`config.mk`:
```
export PLATFORM = sky130hd
export DESIGN_NAME = lcd_line_writer
export DESIGN_NICKNAME = d
export VERILOG_FILES = /design/src/rtl/lcd_pkg.sv /design/src/rtl/lcd_write_strobe.sv /design/src/rtl/lcd_line_writer.sv
export SDC_FILE = /design/constraint.sdc
export NUM_CORES = 1
export LEC_CHECK = 0
export ABC_CLOCK_PERIOD_IN_PS = 11300
export CORE_ASPECT_RATIO = 0.9
export CORE_UTILIZATION = 30
export DETAILED_ROUTE_END_ITERATION = 8
export PLACE_DENSITY = 0.61
export SLEW_MARGIN = 0
export SYNTH_ARGS = -nofsm -noshare
export SYNTH_HDL_FRONTEND = slang
export SYNTH_HIERARCHICAL = 1
export SYNTH_SLANG_ARGS = --single-unit
```
`constraint.sdc`:
```
create_clock -name clk -period 11.3 [get_ports clk]
set_input_delay 1.695 -clock clk [delete_from_list [all_inputs] [get_ports clk]]
set_output_delay 1.695 -clock clk [all_outputs]
set_load 0.02 [all_outputs]
```
`src/rtl/lcd_pkg.sv`:
```
// Shared definitions for the HD44780 line writer: command bytes, FSM encodings
// and small helpers for picking bytes out of a packed 16-column line image.
package lcd_pkg;

  localparam logic [7:0] CMD_FUNC_8BIT_2L = 8'h38;
  localparam logic [7:0] CMD_DISP_ON      = 8'h0C;
  localparam logic [7:0] CMD_CLEAR        = 8'h01;
  localparam logic [7:0] CMD_ENTRY_INC    = 8'h06;
  localparam logic [7:0] CMD_LINE1        = 8'h80;
  localparam logic [7:0] CMD_LINE2        = 8'hC0;

  typedef enum logic [2:0] {
    ST_PWR_WAIT,
    ST_INIT,
    ST_IDLE,
    ST_ADDR1,
    ST_LINE1,
    ST_ADDR2,
    ST_LINE2,
    ST_FRAME_END
  } lcd_state_t;

  typedef enum logic [1:0] {
    PH_IDLE,
    PH_SETUP,
    PH_PULSE,
    PH_HOLD
  } strobe_phase_t;

  function automatic logic [7:0] init_cmd(input logic [1:0] idx);
    case (idx)
      2'd0:    return CMD_FUNC_8BIT_2L;
      2'd1:    return CMD_DISP_ON;
      2'd2:    return CMD_CLEAR;
      default: return CMD_ENTRY_INC;
    endcase
  endfunction

  // Column 0 lives in the top byte, so the bit base is (15 - col) * 8 = {~col, 3'b000}.
  function automatic logic [7:0] line_char(input logic [127:0] line, input logic [3:0] col);
    return line[{~col, 3'b000} +: 8];
  endfunction

  function automatic int unsigned max_of(input int unsigned a, input int unsigned b);
    return (a > b) ? a : b;
  endfunction

endpackage

```
`src/rtl/lcd_write_strobe.sv`:
```
// One-byte LCD write engine: SETUP (en low), PULSE (en high), HOLD (en low).
// A new start may be taken while idle or in the final HOLD cycle, so ops chain gap-free.
module lcd_write_strobe
  import lcd_pkg::*;
#(
  parameter int unsigned T_SETUP   = 8,
  parameter int unsigned T_EN_HIGH = 32,
  parameter int unsigned T_CMD     = 5000,
  parameter int unsigned T_CLEAR   = 205000
) (
  input  logic       clk,
  input  logic       rst,
  input  logic       i_start,
  input  logic [7:0] i_byte,
  input  logic       i_is_data,
  input  logic       i_long_hold,
  output logic       o_rs,
  output logic       o_en,
  output logic [7:0] o_data,
  output logic       o_done
);

  localparam int unsigned CNT_MAX = max_of(max_of(T_SETUP, T_EN_HIGH), max_of(T_CMD, T_CLEAR));
  localparam int unsigned CNT_W   = $clog2(CNT_MAX + 1);

  strobe_phase_t    r_phase;
  logic [CNT_W-1:0] r_cnt;
  logic             r_rs;
  logic             r_en;
  logic [7:0]       r_data;
  logic             r_long;

  logic w_last;
  logic w_accept;

  assign w_last   = (r_cnt == '0);
  assign o_done   = (r_phase == PH_HOLD) && w_last;
  assign w_accept = i_start && ((r_phase == PH_IDLE) || o_done);

  always_ff @(posedge clk or posedge rst) begin
    if (rst) begin
      r_phase <= PH_IDLE;
      r_cnt   <= '0;
      r_rs    <= 1'b0;
      r_en    <= 1'b0;
      r_data  <= 8'h00;
      r_long  <= 1'b0;
    end else if (w_accept) begin
      r_phase <= PH_SETUP;
      r_cnt   <= CNT_W'(T_SETUP - 1);
      r_rs    <= i_is_data;
      r_data  <= i_byte;
      r_long  <= i_long_hold;
      r_en    <= 1'b0;
    end else begin
      case (r_phase)
        PH_SETUP: begin
          if (w_last) begin
            r_phase <= PH_PULSE;
            r_en    <= 1'b1;
            r_cnt   <= CNT_W'(T_EN_HIGH - 1);
          end else begin
            r_cnt <= r_cnt - CNT_W'(1);
          end
        end
        PH_PULSE: begin
          if (w_last) begin
            r_phase <= PH_HOLD;
            r_en    <= 1'b0;
            r_cnt   <= r_long ? CNT_W'(T_CLEAR - 1) : CNT_W'(T_CMD - 1);
          end else begin
            r_cnt <= r_cnt - CNT_W'(1);
          end
        end
        PH_HOLD: begin
          if (w_last) begin
            r_phase <= PH_IDLE;
          end else begin
            r_cnt <= r_cnt - CNT_W'(1);
          end
        end
        default: ;
      endcase
    end
  end

  assign o_rs   = r_rs;
  assign o_en   = r_en;
  assign o_data = r_data;

endmodule

```
`src/rtl/lcd_line_writer.sv`:
```
// 2x16 HD44780 writer: power-up wait, 4-command init, then frames of
// 0x80 + 16 chars + 0xC0 + 16 chars taken from a snapshot latched at frame start.
module lcd_line_writer
  import lcd_pkg::*;
#(
  parameter int unsigned T_POWERUP = 5000000,
  parameter int unsigned T_SETUP   = 8,
  parameter int unsigned T_EN_HIGH = 32,
  parameter int unsigned T_CMD     = 5000,
  parameter int unsigned T_CLEAR   = 205000
) (
  input  logic         clk,
  input  logic         rst,
  input  logic [127:0] line1,
  input  logic [127:0] line2,
  input  logic         refresh,
  output logic         rs,
  output logic         rw,
  output logic         en,
  output logic [7:0]   data,
  output logic         init_done,
  output logic         busy,
  output logic         frame_done
);

  localparam int unsigned PW_W = $clog2(T_POWERUP + 1);

  lcd_state_t      r_state;
  logic [PW_W-1:0] r_pw_cnt;
  logic [3:0]      r_col;
  logic [127:0]    r_line1;
  logic [127:0]    r_line2;
  logic            r_init_done;
  logic            r_busy;
  logic            r_frame_done;

  logic       w_start;
  logic [7:0] w_byte;
  logic       w_is_data;
  logic       w_long;
  logic       w_done;

  // Next byte is launched on the strobe's final HOLD cycle (or from idle states).
  always_comb begin
    w_start   = 1'b0;
    w_byte    = 8'h00;
    w_is_data = 1'b0;
    case (r_state)
      ST_PWR_WAIT: if (r_pw_cnt == PW_W'(T_POWERUP)) begin
        w_start = 1'b1;
        w_byte  = init_cmd(2'd0);
      end
      ST_INIT: if (w_done && (r_col != 4'd3)) begin
        w_start = 1'b1;
        w_byte  = init_cmd(r_col[1:0] + 2'd1);
      end
      ST_IDLE, ST_FRAME_END: if (refresh) begin
        w_start = 1'b1;
        w_byte  = CMD_LINE1;
      end
      ST_ADDR1: if (w_done) begin
        w_start   = 1'b1;
        w_byte    = line_char(r_line1, 4'd0);
        w_is_data = 1'b1;
      end
      ST_LINE1: if (w_done) begin
        w_start = 1'b1;
        if (r_col == 4'd15) begin
          w_byte = CMD_LINE2;
        end else begin
          w_byte    = line_char(r_line1, r_col + 4'd1);
          w_is_data = 1'b1;
        end
      end
      ST_ADDR2: if (w_done) begin
        w_start   = 1'b1;
        w_byte    = line_char(r_line2, 4'd0);
        w_is_data = 1'b1;
      end
      ST_LINE2: if (w_done && (r_col != 4'd15)) begin
        w_start   = 1'b1;
        w_byte    = line_char(r_line2, r_col + 4'd1);
        w_is_data = 1'b1;
      end
      default: ;
    endcase
  end

  assign w_long = !w_is_data && (w_byte == CMD_CLEAR);

  always_ff @(posedge clk or posedge rst) begin
    if (rst) begin
      r_state      <= ST_PWR_WAIT;
      r_pw_cnt     <= '0;
      r_col        <= 4'd0;
      r_line1      <= '0;
      r_line2      <= '0;
      r_init_done  <= 1'b0;
      r_busy       <= 1'b1;
      r_frame_done <= 1'b0;
    end else begin
      r_frame_done <= 1'b0;
      case (r_state)
        ST_PWR_WAIT: begin
          if (r_pw_cnt == PW_W'(T_POWERUP)) begin
            r_state <= ST_INIT;
            r_col   <= 4'd0;
          end else begin
            r_pw_cnt <= r_pw_cnt + PW_W'(1);
          end
        end
        ST_INIT: if (w_done) begin
          if (r_col == 4'd3) begin
            r_state     <= ST_IDLE;
            r_init_done <= 1'b1;
            r_busy      <= 1'b0;
            r_col       <= 4'd0;
          end else begin
            r_col <= r_col + 4'd1;
          end
        end
        ST_IDLE, ST_FRAME_END: begin
          if (refresh) begin
            r_line1 <= line1;
            r_line2 <= line2;
            r_busy  <= 1'b1;
            r_state <= ST_ADDR1;
          end else begin
            r_state <= ST_IDLE;
          end
        end
        ST_ADDR1: if (w_done) begin
          r_state <= ST_LINE1;
          r_col   <= 4'd0;
        end
        ST_LINE1: if (w_done) begin
          r_col <= r_col + 4'd1;
          if (r_col == 4'd15) r_state <= ST_ADDR2;
        end
        ST_ADDR2: if (w_done) begin
          r_state <= ST_LINE2;
          r_col   <= 4'd0;
        end
        ST_LINE2: if (w_done) begin
          r_col <= r_col + 4'd1;
          if (r_col == 4'd15) begin
            r_state      <= ST_FRAME_END;
            r_frame_done <= 1'b1;
            r_busy       <= 1'b0;
          end
        end
        default: r_state <= ST_PWR_WAIT;
      endcase
    end
  end

  lcd_write_strobe #(
    .T_SETUP   (T_SETUP),
    .T_EN_HIGH (T_EN_HIGH),
    .T_CMD     (T_CMD),
    .T_CLEAR   (T_CLEAR)
  ) u_strobe (
    .clk         (clk),
    .rst         (rst),
    .i_start     (w_start),
    .i_byte      (w_byte),
    .i_is_data   (w_is_data),
    .i_long_hold (w_long),
    .o_rs        (rs),
    .o_en        (en),
    .o_data      (data),
    .o_done      (w_done)
  );

  assign rw         = 1'b0;
  assign init_done  = r_init_done;
  assign busy       = r_busy;
  assign frame_done = r_frame_done;

endmodule

```
# == After elaboration in Yosys (flattened, before gate mapping) ==
# Cells that the tools add are included.
# totals
inputBits,259
reg_bits,320
# classes
n_eq_ne,34
addsub,4
shift,2
n_mux,60
bitwise_logic,2
reduce_logical,28
# op_table
op,n
128-bit by 8-bit variable part select with 8-bit output,2
18-bit 2-to-1 mux,5
8-bit case mux with 7 select lines,1
18-bit case mux with 3 select lines,1
8-bit 2-to-1 mux,6
3-bit 2-to-1 mux,9
23-bit by 1-bit adder with 23-bit output (second input constant),1
23-bit equality test (second input constant),1
3-bit case mux with 7 select lines,1
4-bit 2-to-1 mux,5
1-bit 2-to-1 mux,19
18-bit zero test,1
6-bit case mux with 3 select lines,1
18-bit by 1-bit subtractor with 18-bit output (second input constant),1
4-bit case mux with 4 select lines,1
2-bit by 1-bit != test with 1-bit output (second input constant),7
3-bit equality test (second input constant),4
6-bit 2-to-1 mux,2
2-bit != test (second input constant),5
3-bit by 1-bit != test with 1-bit output (second input constant),3
9-bit AND reduction,1
8-bit by 1-bit equality test with 1-bit output (second input constant),1
2-bit 2-to-1 mux,4
4-bit nonzero test,2
30 further kinds,46

# == Depth between registers and ports, before layout ==
# Gate-level depths: netlist of run 1.
# depth
word_depth,8
mapped_depth,21
ltp_nobuf,13

# == By module ==
# The synthesis of run 1 kept the hierarchy.
# modules_own_cells
module,cells_each,area_per_inst_um2,seq_area_each_um2,n_inst
lcd_line_writer,970,13594.3,7233.2,1
lcd_write_strobe,221,1960.6,775.7,1

# == Least setup slack after synthesis of run 1 ==
# Ideal clock, no wire load.
# synth_timing
path_kind,flip-flop to flip-flop
startpoint,reg r_col[0]
endpoint,reg u_strobe.r_long
stages_incl_launch_ff,19
setup_time_ns,0.065
period_less_slack_ns,4.436
t_arrival_ns,4.371
n_path_buf,9
slack_ns,6.864
path_cell_list,dfrtp_1 buf_6 buf_4 buf_4 buf_4 buf_4 buf_4 inv_1 ha_1 buf_2 buf_1 clkbuf_1 mux2i_1 o22ai_1 a211o_1 or4b_1 nor4b_2 nand2_1 nand2_1
# synth_between
elab_chain_len,8
# synth_lines
item,line_no,text
from (decl),lcd_line_writer.sv:30,logic [3:0] r_col;
from (signal assigned),lcd_line_writer.sv:119,r_col <= r_col + 4'd1;
from (signal assigned),lcd_line_writer.sv:137,r_col <= r_col + 4'd1;
from (signal assigned),lcd_line_writer.sv:145,r_col <= r_col + 4'd1;
4-bit by 1-bit adder with 4-bit output,"lcd_line_writer.sv:71, lcd_line_writer.sv:82",
4-bit inverter,lcd_pkg.sv:41,"return line[{~col, 3'b000} +: 8];"
128-bit by 8-bit variable part select with 8-bit output,lcd_pkg.sv:41,
8-bit 2-to-1 mux,lcd_line_writer.sv:68,if (r_col == 4'd15) begin
8-bit 2-to-1 mux,lcd_line_writer.sv:66,ST_LINE1: if (w_done) begin
8-bit case mux with 7 select lines (*),lcd_line_writer.sv:48,case (r_state)
net w_byte[2],lcd_line_writer.sv:38,logic [7:0] w_byte;
8-bit by 1-bit equality test with 1-bit output (*),lcd_line_writer.sv:89,assign w_long = !w_is_data && (w_byte == CMD_CLEAR);
1-bit logical AND (*),lcd_line_writer.sv:89,
net w_long,lcd_line_writer.sv:40,logic w_long;
to (signal assigned),lcd_write_strobe.sv:53,r_long <= i_long_hold;
to (decl),lcd_write_strobe.sv:31,logic r_long;
# The timed path passes the listed nets; every way through them passes the cells marked *.
# A chain may end at the register's enable or synchronous reset.

# == Worst setup path in the final report of run 1 ==
# Ends and elaborated chain as after synthesis.

==> impl_summary.md, run 1 <==
Synthesis
The share of synthesized registers carrying an async set or reset is 100%. Ranked by total cell area, the synthesized netlist is headed by sky130_fd_sc_hd__dfrtp_1, sky130_fd_sc_hd__mux2_2, sky130_fd_sc_hd__mux4_2. For this run, the number of Yosys warnings is 6. The post-synthesis area per instance is 13.1 um^2.

The synthesized area is 0.0156 mm^2. In the synthesized netlist the dominant register cell turns out to be sky130_fd_sc_hd__dfrtp_1. The synthesis-stage register bit count is 320.

The number of nets in the synthesized netlist is 1464. The commonest cells after synthesis are sky130_fd_sc_hd__dfrtp_1, sky130_fd_sc_hd__mux2_2, sky130_fd_sc_hd__nand2_1. The share of the yosys chip area belonging to registers is 51.5%. The most numerous cell in the Yosys netlist is sky130_fd_sc_hd__dfrtp_1. The number of library cell types mapped by synthesis is 81. After technology mapping, the gate count stands at 1191. Summed over all instances, the cell type with the most area after synthesis is sky130_fd_sc_hd__dfrtp_1. The share of synthesized area in the top cell type comes to 51.3%. The number of synthesized flops with an enable pin is 0.

Floorplan
For this configuration, the core starts out at a cell density of 30.7%. In this run the horizontal extent of the chip is 242 um. The vertical extent of the die is 218 um. The cell row count is 78.

The die covers 0.0528 mm^2. The number of I/O pins is 273. The area of the core region is 0.0507 mm^2.

Clock tree
The count of instances resized after the clock tree is built is 0. The TritonCTS clock tree is done. The H-tree was split into 2 levels. The clock root buffer is sky130_fd_sc_hd__clkbuf_16. The clock net in this run drives a total of 320 sinks.

The number of hold buffers added after cts is 0. The clock transition at the register clock pins on the worst setup and hold paths after CTS is 0.06 ns. The total CTS buffers is 38. The deepest clock path buffer count is 3. The clock latency on the worst-skew pair is 0.55 ns. After clock tree synthesis, the setup repair step added 0 buffers.

Detailed routing
The number of iterations in the first detailed-routing pass is 6. In the routed layout, each cell is associated on average with a via count of 5.03. In this run, the number of DRC markers left after iteration 0 of detailed routing was 677. The total wire length after detailed routing is 45000 um. The count of unresolved DRC violations after routing is 0.

The detail route stage leaves a number of antenna-violating nets equal to 0. The wire length per cell is 20.9 um. The count of vias placed by the detailed router is 10.8k.

Critical path
Setup slack on the worst reg-to-reg path comes out at 6.62 ns. The peak fanout along the critical path is 43. The number of cells on the worst reg-to-reg path is 12.

Tracing the worst setup path back leads to its startpoint at r_col[0]. The element type at the critical path start is a flip-flop. The reg-to-reg startpoint is r_col[0]. The required arrival time at the worst endpoint is 11.79 ns.

The endpoint kind of the worst setup timing path is a flip-flop. At the worst endpoint, the arrival time is 5.16 ns. The type of the setup path with the least slack is flip-flop to flip-flop.

Timing
The count of final max-slew check failures was 0. The post-route setup TNS is 0 ns. Derived from the worst setup path, the maximum achievable clock frequency is 214 MHz.

The slew at the pin closest to its max-slew limit is 1.12 ns. Setup repair after global routing left no endpoint under its margin. Setup violations remaining at the end of the flow were counted as 0. Final hold analysis gives a worst-case slack of 0.464 ns. The minimum setup slack in the final design is 6.62 ns. The final critical delay including setup and external delays is 4.68 ns.

The worst setup skew after layout is 0.0174 ns. The final hold violation count came to 0. In this run the tightest slew margin relative to its limit is 25.3%. In the finished design, the share of the clock period the worst path needs comes to 41.4%.

Placement
The number of placed instances, taps included, is 2082. The count of buffers from port buffering is 271. At the end of routability-driven placement, the weighted congestion stood at 0.890. The placed instance area is 0.0190 mm^2. Timing analysis after detailed placement gives a worst setup slack of 6.34 ns. After legalization and detailed placement, the total HPWL measured 32400 um.

Global route
The global-route wire length before repair is 68900 um. The largest net degree at the start of global routing is 173. Global routing consumed, over all layers together, 17.1% of the routing resources. The leftover overflow at the end of global routing is 0. The number of antenna violations at the first check in global routing is 6. The via count of the first global-routing pass is 11.3k.

Cells and area
The finished cells cover 0.0202 mm^2. The share of the core filled with cells in the final layout is 39.9%. The final layout contains 1715 nets. The layout-stage area growth over the synthesis result is 30.0%. The number of non-filler instances in the completed layout is 2150. In the final layout, flip-flops and latches occupy 0.00801 mm^2.

The area occupied by multi-input gates is 0.00722 mm^2. After filler insertion, the fill cell instance count of the layout stands at 4858. The layout cell share with drive strength beyond 1 is 28.1%.

Hold path
The worst hold path was traced through 2 stages. The startpoint of the worst hold path is u_strobe/o_data[3]. The type of the most critical hold path is flip-flop to flip-flop.

Power and ir drop
The maximum vdd drop is 0.0736 mV. For this design the ratio of total power to cell area is 124 mW/mm^2. Power comes to 2.50 mW.

The leakage component of the power is 8.85 nW.

Flow run
The max capacitance violation total is 0.

Outcome
The flow ran to the end, and the final reports show no timing, DRC or antenna violations.
-- routing by layer --
layer	up-vias	global-route usage, %	part of all wire [%]
li1	4912	-	-
met1	5479	23.5	45
met2	354	26.5	46
met3	62	5.28	7.3
met4	6	3.86	1.7
met5	-	0	0.10
-- report_power, final --
part	internal [mW]	switching, mW	total [mW]	leakage [nW]
clock	0.751	0.484	1.23	0.619
sequential	1.15	0	1.15	4.41
combinational	0.0790	0.0419	0.121	3.82
total	1.98	0.526	2.50	8.85
-- cell type report --
class	count	share of cell area [%]
antenna	1	0.0124
sequential	320	39.6
tap	680	4.21
inverter	18	0.371
clock inverter	8	0.495
timing repair buffer	282	13.9
multi-input combinational	782	35.7
clock buffer	59	5.74
-- cells in the final DEF, fill, tap and decap left out, types with 7 or more instances in the layout --
cell type / synthesis / final
sky130_fd_sc_hd__clkbuf_8: 0 / 11
sky130_fd_sc_hd__mux2_2: 258 / 258
sky130_fd_sc_hd__nand3_1: 28 / 28
sky130_fd_sc_hd__clkbuf_1: 46 / 9
sky130_fd_sc_hd__buf_4: 7 / 10
sky130_fd_sc_hd__nor2b_1: 7 / 7
sky130_fd_sc_hd__nor3_1: 20 / 19
sky130_fd_sc_hd__nand2_1: 104 / 104
sky130_fd_sc_hd__mux2i_1: 21 / 21
sky130_fd_sc_hd__a22oi_1: 8 / 8
sky130_fd_sc_hd__inv_1: 18 / 17
sky130_fd_sc_hd__clkbuf_16: 0 / 39
sky130_fd_sc_hd__xnor2_1: 20 / 18
sky130_fd_sc_hd__and3_1: 11 / 11
sky130_fd_sc_hd__a21oi_1: 24 / 24
sky130_fd_sc_hd__nand4_1: 10 / 10
sky130_fd_sc_hd__ha_1: 14 / 13
sky130_fd_sc_hd__mux4_2: 56 / 56
sky130_fd_sc_hd__clkdlybuf4s50_1: 0 / 271
sky130_fd_sc_hd__nor2_1: 40 / 40
sky130_fd_sc_hd__xor2_1: 9 / 8
sky130_fd_sc_hd__dfrtp_1: 319 / 318
sky130_fd_sc_hd__a31oi_1: 8 / 8
sky130_fd_sc_hd__o21ai_0: 31 / 30
-- critical path, stage by stage, from the launching register on --
cell and delay, ns:
sky130_fd_sc_hd__dfrtp_4 0.77, sky130_fd_sc_hd__inv_1 0.34, sky130_fd_sc_hd__ha_4 0.58, sky130_fd_sc_hd__buf_4 0.65, sky130_fd_sc_hd__mux4_1 0.41, sky130_fd_sc_hd__mux2_2 0.29
sky130_fd_sc_hd__nand3_1 0.08, sky130_fd_sc_hd__o211ai_1 0.11, sky130_fd_sc_hd__o31a_1 0.32, sky130_fd_sc_hd__or4b_1 0.54, sky130_fd_sc_hd__nor4b_2 0.26, sky130_fd_sc_hd__nand2_1 0.08
sky130_fd_sc_hd__nand2_1 0.12
-- worst paths after layout --
| path | end |
|---|---|
| setup reg to reg | u_strobe/r_long |
| setup / recovery | u_strobe/r_long |
| max in group asynchronous | r_pw_cnt[8] |
| hold / removal | u_strobe/o_data[3] |
| min in group asynchronous | u_strobe/r_cnt[10] |
| hold reg to reg | u_strobe/o_data[3] |
-- logic make-up (layout without fill, tap and decap cells) --
kind of cell	count (synthesis)	in the layout	share of synthesized area (%)
simple gates	268	268	9.01
compound gates	133	133	5.79
flops	320	320	51.5
fa+ha+maj	14	14	1.13
mux	337	337	28.5
xor+xnor	29	29	1.63
other cells	1	2	0.0241
buf+inv	89	367	2.45
-- sequential cells by signal, summed over array words and instances, names as in the netlist, 2 cells and up --
name	flops
r_line1	128
r_line2	128
r_pw_cnt	23
u_strobe/r_cnt	18
u_strobe/o_data	8
r_col	4
r_state	3
u_strobe/r_phase	2
(Power assumes the default switching activity.)
==> run 2, diff against run 1 <==
--- a/config.mk
+++ b/config.mk
@@ -5,7 +5,7 @@
 export SDC_FILE = /design/constraint.sdc
 export NUM_CORES = 1
 export LEC_CHECK = 0
-export ABC_CLOCK_PERIOD_IN_PS = 11300
+export ABC_CLOCK_PERIOD_IN_PS = 4500
 export CORE_ASPECT_RATIO = 0.9
 export CORE_UTILIZATION = 30
 export DETAILED_ROUTE_END_ITERATION = 8
==> constraint.sdc (replaced) <==
create_clock -name clk -period 4.5 [get_ports clk]
set_input_delay 0.675 -clock clk [delete_from_list [all_inputs] [get_ports clk]]
set_output_delay 0.675 -clock clk [all_outputs]
set_load 0.02 [all_outputs]
==> impl_summary.md, run 2 (synthesis results as in run 1) <==
Cells and area
The count of nets after finishing is 1729. The area occupied by multi-input gates is 0.00722 mm^2. From synthesis to final layout, the design area changed by 31.0%. The layout cell share with drive strength beyond 1 is 28.8%. In the layout the commonest cells are sky130_fd_sc_hd__dfrtp_1, sky130_fd_sc_hd__clkdlybuf4s50_1, sky130_fd_sc_hd__mux2_2, sky130_fd_sc_hd__nand2_1, sky130_fd_sc_hd__mux4_2. The most common cell after layout, fill and taps aside is sky130_fd_sc_hd__dfrtp_1.

The sequential cell area is 0.00801 mm^2. The layout has 4860 filler cells. The largest registers in the layout are r_line1 (128), r_line2 (128), r_pw_cnt (23).

Timing
Setup repair after global routing left no endpoint under its margin. Based on the critical path, the design can be clocked at up to 268 MHz. The worst hold-check slack is 0.467 ns. The slew at the pin closest to its max-slew limit is 0.988 ns.

The final critical-path share of the clock period is 82.9%. Clock skew on the completed layout was measured at 0.0182 ns. The final critical delay including setup and external delays is 3.73 ns. The final hold violation count came to 0.

The number of failing setup endpoints in the final timing report is 0. The count of final max-slew check failures is 0. Measured against its own limit, the worst slew margin works out to 34.1%.

Floorplan
The floorplan step defined a die boundary enclosing 0.0528 mm^2. The core region is 0.0507 mm^2. The floorplan has 78 rows.

The number of I/O pins is 273. The horizontal extent of the die is 242 um. The die is 218 um tall.

The initial utilization of the core area, before any placement, comes to 30.7%.

Detailed routing
In the detailed route, the total length drawn on met3 is 3170 um. The total wire length after detailed routing is 45500 um. The count of unresolved DRC violations after routing is 0.

The detailed router used layers up to and including met5. The routed wire length on met2 is 21000 um. After detailed routing, the wire length on met1 is 20400 um. The number of nets with antenna violations after detailed routing is 0. The violation count after the first detailed-route iteration is 892. Detailed routing inserted a total of 10.8k vias. The first detailed-routing pass took 5 iterations.

In the final routed layout, each cell accounts on average for 21.1 um. Dividing the detail-routed via count by the number of cells gives 5.02.

Clock tree
After clock tree synthesis, the setup repair step added 0 buffers. Counting along the longest clock path gives a buffer depth of 3. The number of clock buffers added by TritonCTS is 39.

TritonCTS built the clock tree. The clock sink count is 320. The H-tree generated during clock tree synthesis spans 2 levels.

The clock latency on the worst-skew pair is 0.55 ns. The clock transition at the register clock pins on the worst setup and hold paths after CTS is 0.06 ns. The count of instances resized after the clock tree is built is 0.

The clock root buffer is sky130_fd_sc_hd__clkbuf_16. The number of hold buffers added after cts is 0.

Power and ir drop
The power per cell area is 309 mW/mm^2. For this design the static power due to leakage is 8.93 nW. Summing internal, switching and leakage power gives 6.30 mW. Across the VDD grid, the largest voltage drop is 0.187 mV.

Critical path
The type of the setup path with the least slack is flip-flop to flip-flop. STA classifies the critical path startpoint as a flip-flop. The critical path goes through ha_1, xor2_4, buf_4, mux2_2, nand3_1, o211ai_1, o31a_1, or4b_1, nor4b_2, nand2_1, nand2_1. Data arrives at the worst endpoint at 4.21 ns.

The slowest cell on the critical path is sky130_fd_sc_hd__xor2_4. The required arrival time at the worst endpoint is 4.98 ns. In this run the worst path has a maximum fanout of 17. The cell that appears most often on the critical path is sky130_fd_sc_hd__nand2_1.

The maximum cell stage delay along the critical path is 0.70 ns. STA classifies the critical path endpoint as a flip-flop.

Flow run
Max-cap violations in this run came to 0.

Global route
The global-route wire length before repair is 70000 um. Summed over all layers, the global routing overflow is 0. The largest net degree at the start of global routing is 165.

The global routing usage summed across all routing layers is 17.4%. The via count of the first global-routing pass is 11.4k. The number of antenna violations at the first check in global routing is 12.

Outcome
The run finished with clean final reports.

Placement
At the end of routability-driven placement, the weighted congestion stood at 0.879. The post-DP HPWL is 33400 um. Port buffering added 271 buffers.

Hold path
The type of the most critical hold path is flip-flop to flip-flop.
run 2: worst paths after layout:
kind	startpoint	depth (start not counted)	end	slack [ns]
worst max-delay path	r_col[1]	11	u_strobe/r_long	0.77
worst max register to register	r_col[1]	11	u_strobe/r_long	0.77
min in group asynchronous	rst	3	u_strobe/r_cnt[11]	0.63
worst min-delay path	r_pw_cnt[22]	1	r_pw_cnt[22]	0.47
max in group asynchronous	rst	3	r_line2[115]	2.91
worst min register to register	r_pw_cnt[22]	1	r_pw_cnt[22]	0.47
run 2: final cells by class:
class	count	share of cell area, %
sequential	320	39.3
clock buffer	54	5.67
antenna	4	0.0491
multi-input combinational	782	35.4
inverter	18	0.350
clock inverter	9	0.497
tap	680	4.18
timing repair buffer	295	14.5
run 2: per-layer routing:
layer / GRT usage, % / vias to the layer above
met2: 27.3 / 327
met3: 5.19 / 62
li1: - / 4934
met4: 3.97 / 16
met5: 0 / -
met1: 23.6 / 5508
run 2: where the power goes:
group	leakage [nW]	internal, mW	switching (mW)	total, mW
Clock	0.621	1.89	1.23	3.12
Combinational	3.90	0.204	0.103	0.306
Sequential	4.41	2.88	0	2.88
run 2: stage by stage:
| stage | setup WS (ns) | TNS (ns) | utilization [%] | instances | area [um^2] |
|---|---|---|---|---|---|
| finish | 0.771 | 0 | 40.1 | 2162 | 20400 |
| global route | 0.613 | 0 | 40.1 | 2160 | 20400 |
| CTS | 0.763 | 0 | 40.1 | 2158 | 20400 |
| detailed placement | 0.771 | 0 | 37.6 | 2095 | 19100 |
| global placement | 0.801 | 0 | 37.6 | 2095 | 19100 |
| floorplan | -0.00738 | -2.13 | - | 1191 | 15600 |
run 2: critical path: cells and delay by family (launching register included):
| kind | cells | cell delay [ns] |
|---|---|---|
| AO/OA/AOI/OAI | 2 | 0.41 |
| AND/OR/NAND/NOR | 5 | 1.07 |
| XOR/XNOR | 1 | 0.70 |
| buffers and inverters | 1 | 0.26 |
| adder cells (fa/ha/maj) | 1 | 0.45 |
| multiplexers | 1 | 0.34 |
| flip-flops | 1 | 0.43 |
==> run 3, diff against run 2 <==
--- a/config.mk
+++ b/config.mk
@@ -5,7 +5,7 @@
 export SDC_FILE = /design/constraint.sdc
 export NUM_CORES = 1
 export LEC_CHECK = 0
-export ABC_CLOCK_PERIOD_IN_PS = 4500
+export ABC_CLOCK_PERIOD_IN_PS = 3500
 export CORE_ASPECT_RATIO = 0.9
 export CORE_UTILIZATION = 30
 export DETAILED_ROUTE_END_ITERATION = 8
==> constraint.sdc (replaced) <==
create_clock -name clk -period 3.5 [get_ports clk]
set_input_delay 0.525 -clock clk [delete_from_list [all_inputs] [get_ports clk]]
set_output_delay 0.525 -clock clk [all_outputs]
set_load 0.02 [all_outputs]
==> impl_summary.md, run 3 (synthesis results as in run 1) <==
Timing
For the pin with the worst max-slew slack, the measured transition is 0.859 ns. The worst-case headroom to the max-slew limit is 42.7%. Setup repair after global routing left no endpoint under its margin. The final critical delay including setup and external delays is 3.29 ns. Setup violations remaining at the end of the flow were counted as 0. The final critical-path share of the clock period is 94.1%. For the final database, setup skew stands at 0.0193 ns. The final hold violation count is 0. The count of final max-slew check failures is 0. Derived from the worst setup path, the maximum achievable clock frequency is 304 MHz.

Global route
The global-route wire length before repair is 72300 um. Entering global routing, the biggest net connects 139 pins. The total overflow left after global routing is 0. The number of antenna violations at the first check in global routing is 10. The global routing usage summed across all routing layers is 18.0%.

The via count of the first global-routing pass is 11.7k.

Detailed routing
The number of iterations in the first detailed-routing pass is 5. Dividing the detail-routed wire length by the instance count gives 21.2 um. The first routing iteration left 748 violations.

For this block, the via count after detailed routing is 11.0k. After detailed routing, the number of vias per cell comes to 4.99. In this run the remaining antenna-violating nets after routing total 0. After detailed routing, the total wire length is 46700 um.

The count of unresolved DRC violations after routing is 0.

Clock tree
The TritonCTS clock tree is done. The clock drives 320 sinks. TritonCTS created 38 clock buffers. The buffers inserted during post-CTS setup optimization is 0. The maximum level of the CTS H-tree is 2. The deepest clock path buffer count is 3. At the later pin of the worst-skew pair, clock insertion delay measures 0.56 ns. The clock transition at the register clock pins on the worst setup and hold paths after CTS is 0.06 ns. The clock root buffer is sky130_fd_sc_hd__clkbuf_16.

Cells and area
The filler cells instantiated in the layout total 4857. The largest registers in the layout are r_line1 (128), r_line2 (128), r_pw_cnt (23). Cells fill 40.8% of the core in the end. The layout cell share with drive strength beyond 1 is 30.2%. The library cells used most frequently in the layout, excluding fill and tap cells, are sky130_fd_sc_hd__dfrtp_1, sky130_fd_sc_hd__clkdlybuf4s50_1, sky130_fd_sc_hd__mux2_2, sky130_fd_sc_hd__nand2_1, sky130_fd_sc_hd__mux4_2. The count of nets after finishing is 1759. The layout-stage area growth over the synthesis result is 33.1%. The library cell used most frequently in the layout, excluding fill and tap cells, is sky130_fd_sc_hd__dfrtp_1.

Floorplan
The die is 242 um wide. The floorplan step defined a die boundary enclosing 0.0528 mm^2. The floorplan has 78 rows. The initial core utilization is 30.7%.

The die is 218 um tall. Pin placement for this block handled 273 I/O pins. The core region is 0.0507 mm^2.

Power and ir drop
The switching power is 1.69 mW. For this design the ratio of total power to cell area is 397 mW/mm^2. The leakage component of the power is 9.11 nW. The clock network fraction of design power is 50.2%. Combinational cells account for 4.8% of the total power.

The overall power is 8.22 mW. The switching part of the total power is 20.6%. The cell-internal power is 6.53 mW. The sequential share of power is 45.0%. The maximum vdd drop is 0.361 mV.

Critical path
The setup path with the least slack is of type flip-flop to flip-flop. The element type at the critical path start is a flip-flop. The worst setup path is captured at a flip-flop.

The required arrival time at the worst endpoint is 3.99 ns. Of all nets on the critical path, the largest fanout is 30. The setup slack of the worst register-to-register path is 0.21 ns. STA puts the critical path data arrival time at 3.78 ns.

Placement
The post-DP HPWL is 34800 um. The count of buffers from port buffering is 271. At the end of routability-driven placement, the weighted congestion stood at 0.884.

Hold path
The path class of the tightest hold or removal check is input port to asynchronous set/reset pin.

Outcome
The run finished with clean final reports.

Flow run
The max capacitance violation total is 0.
## run 3: cell count changes in the layout (fill, tap and decap cells not counted), moves of 2 or more
cell / delta
sky130_fd_sc_hd__buf_4: +28
sky130_fd_sc_hd__clkinv_2: -4
sky130_fd_sc_hd__bufinv_16: +3
sky130_fd_sc_hd__buf_12: +3
sky130_fd_sc_hd__clkbuf_1: +7
sky130_fd_sc_hd__inv_6: +2
sky130_fd_sc_hd__clkbuf_16: -2
## run 3: layout make-up
type                            count  area (um^2)  area share [%]
Sequential cell                   320         8010            38.7
Antenna cell                        4         10.0          0.0483
Clock buffer                       58         1120            5.40
Tap cell                          680          851            4.11
Multi-Input combinational cell    782         7230            34.9
Clock inverter                      9          180           0.870
Timing Repair Buffer              326         3230            15.6
Inverter                           18         78.8           0.381
## run 3: timing repair
action                                  4_1_cts  5_1_grt
endpoints found under the setup margin        0       10
endpoints found under the hold margin         0        0
hold buffers                                  0        0
gates resized for setup                       0        4
## run 3: through the flow
stage	std cells	setup slack (ns)	cell area [um^2]	hold slack, ns	TNS [ns]
3_3_place_gp	2126	0.174	19400	0.454	0
3_5_place_dp	2126	0.116	19400	0.458	0
2_1_floorplan	1191	-0.857	15700	0.438	-247.10
5_1_grt	2196	0.00548	20700	0.484	0
4_1_cts	2193	0.0843	20700	0.461	0
6_report	2197	0.205	20700	0.462	0
## run 3: path summary, 6_finish.rpt
kind                                     from            endpoint  depth (start not counted)
max                                  r_col[0]     u_strobe/r_long                         13
min                                       rst        r_line1[105]                          2
max reg2reg                          r_col[0]     u_strobe/r_long                         13
min reg2reg                u_strobe/o_data[0]  u_strobe/o_data[0]                          2
max in group asynchronous                 rst         r_line1[71]                          3
min in group clk           u_strobe/o_data[0]  u_strobe/o_data[0]                          2
## run 3: per-layer routing
| layer | track usage [%] | vias to the layer above | part of all wire [%] |
|---|---|---|---|
| li1 | - | 5011 | - |
| met1 | 23.7 | 5554 | 44 |
| met2 | 28.5 | 318 | 47 |
| met3 | 4.91 | 73 | 6.7 |
| met4 | 6.14 | 14 | 2.6 |
| met5 | 0 | - | 0.20 |
## run 3: worst max-delay path: stages (launching register included)
cell	delay [ns]
sky130_fd_sc_hd__dfrtp_4	0.44
sky130_fd_sc_hd__buf_4	0.15
sky130_fd_sc_hd__inv_8	0.04
sky130_fd_sc_hd__ha_4	0.31
sky130_fd_sc_hd__buf_12	0.22
sky130_fd_sc_hd__mux4_2	0.33
sky130_fd_sc_hd__mux2_2	0.31
sky130_fd_sc_hd__nand3_1	0.09
sky130_fd_sc_hd__o211ai_1	0.10
sky130_fd_sc_hd__o31a_1	0.32
sky130_fd_sc_hd__or4b_1	0.49
sky130_fd_sc_hd__nor4b_2	0.27
sky130_fd_sc_hd__nand2_1	0.08
sky130_fd_sc_hd__nand2_1	0.05
## run 3: power by group through the flow
stage / Combinational, mW / Clock [mW] / Sequential (mW)
after global placement: 0.400 / 0 / 3.77
final: 0.392 / 4.13 / 3.70
after CTS: 0.403 / 4.25 / 3.70
after detailed placement: 0.401 / 0 / 3.77
after floorplan: 0.0582 / 0 / 3.77
after global routing: 0.425 / 4.39 / 3.70
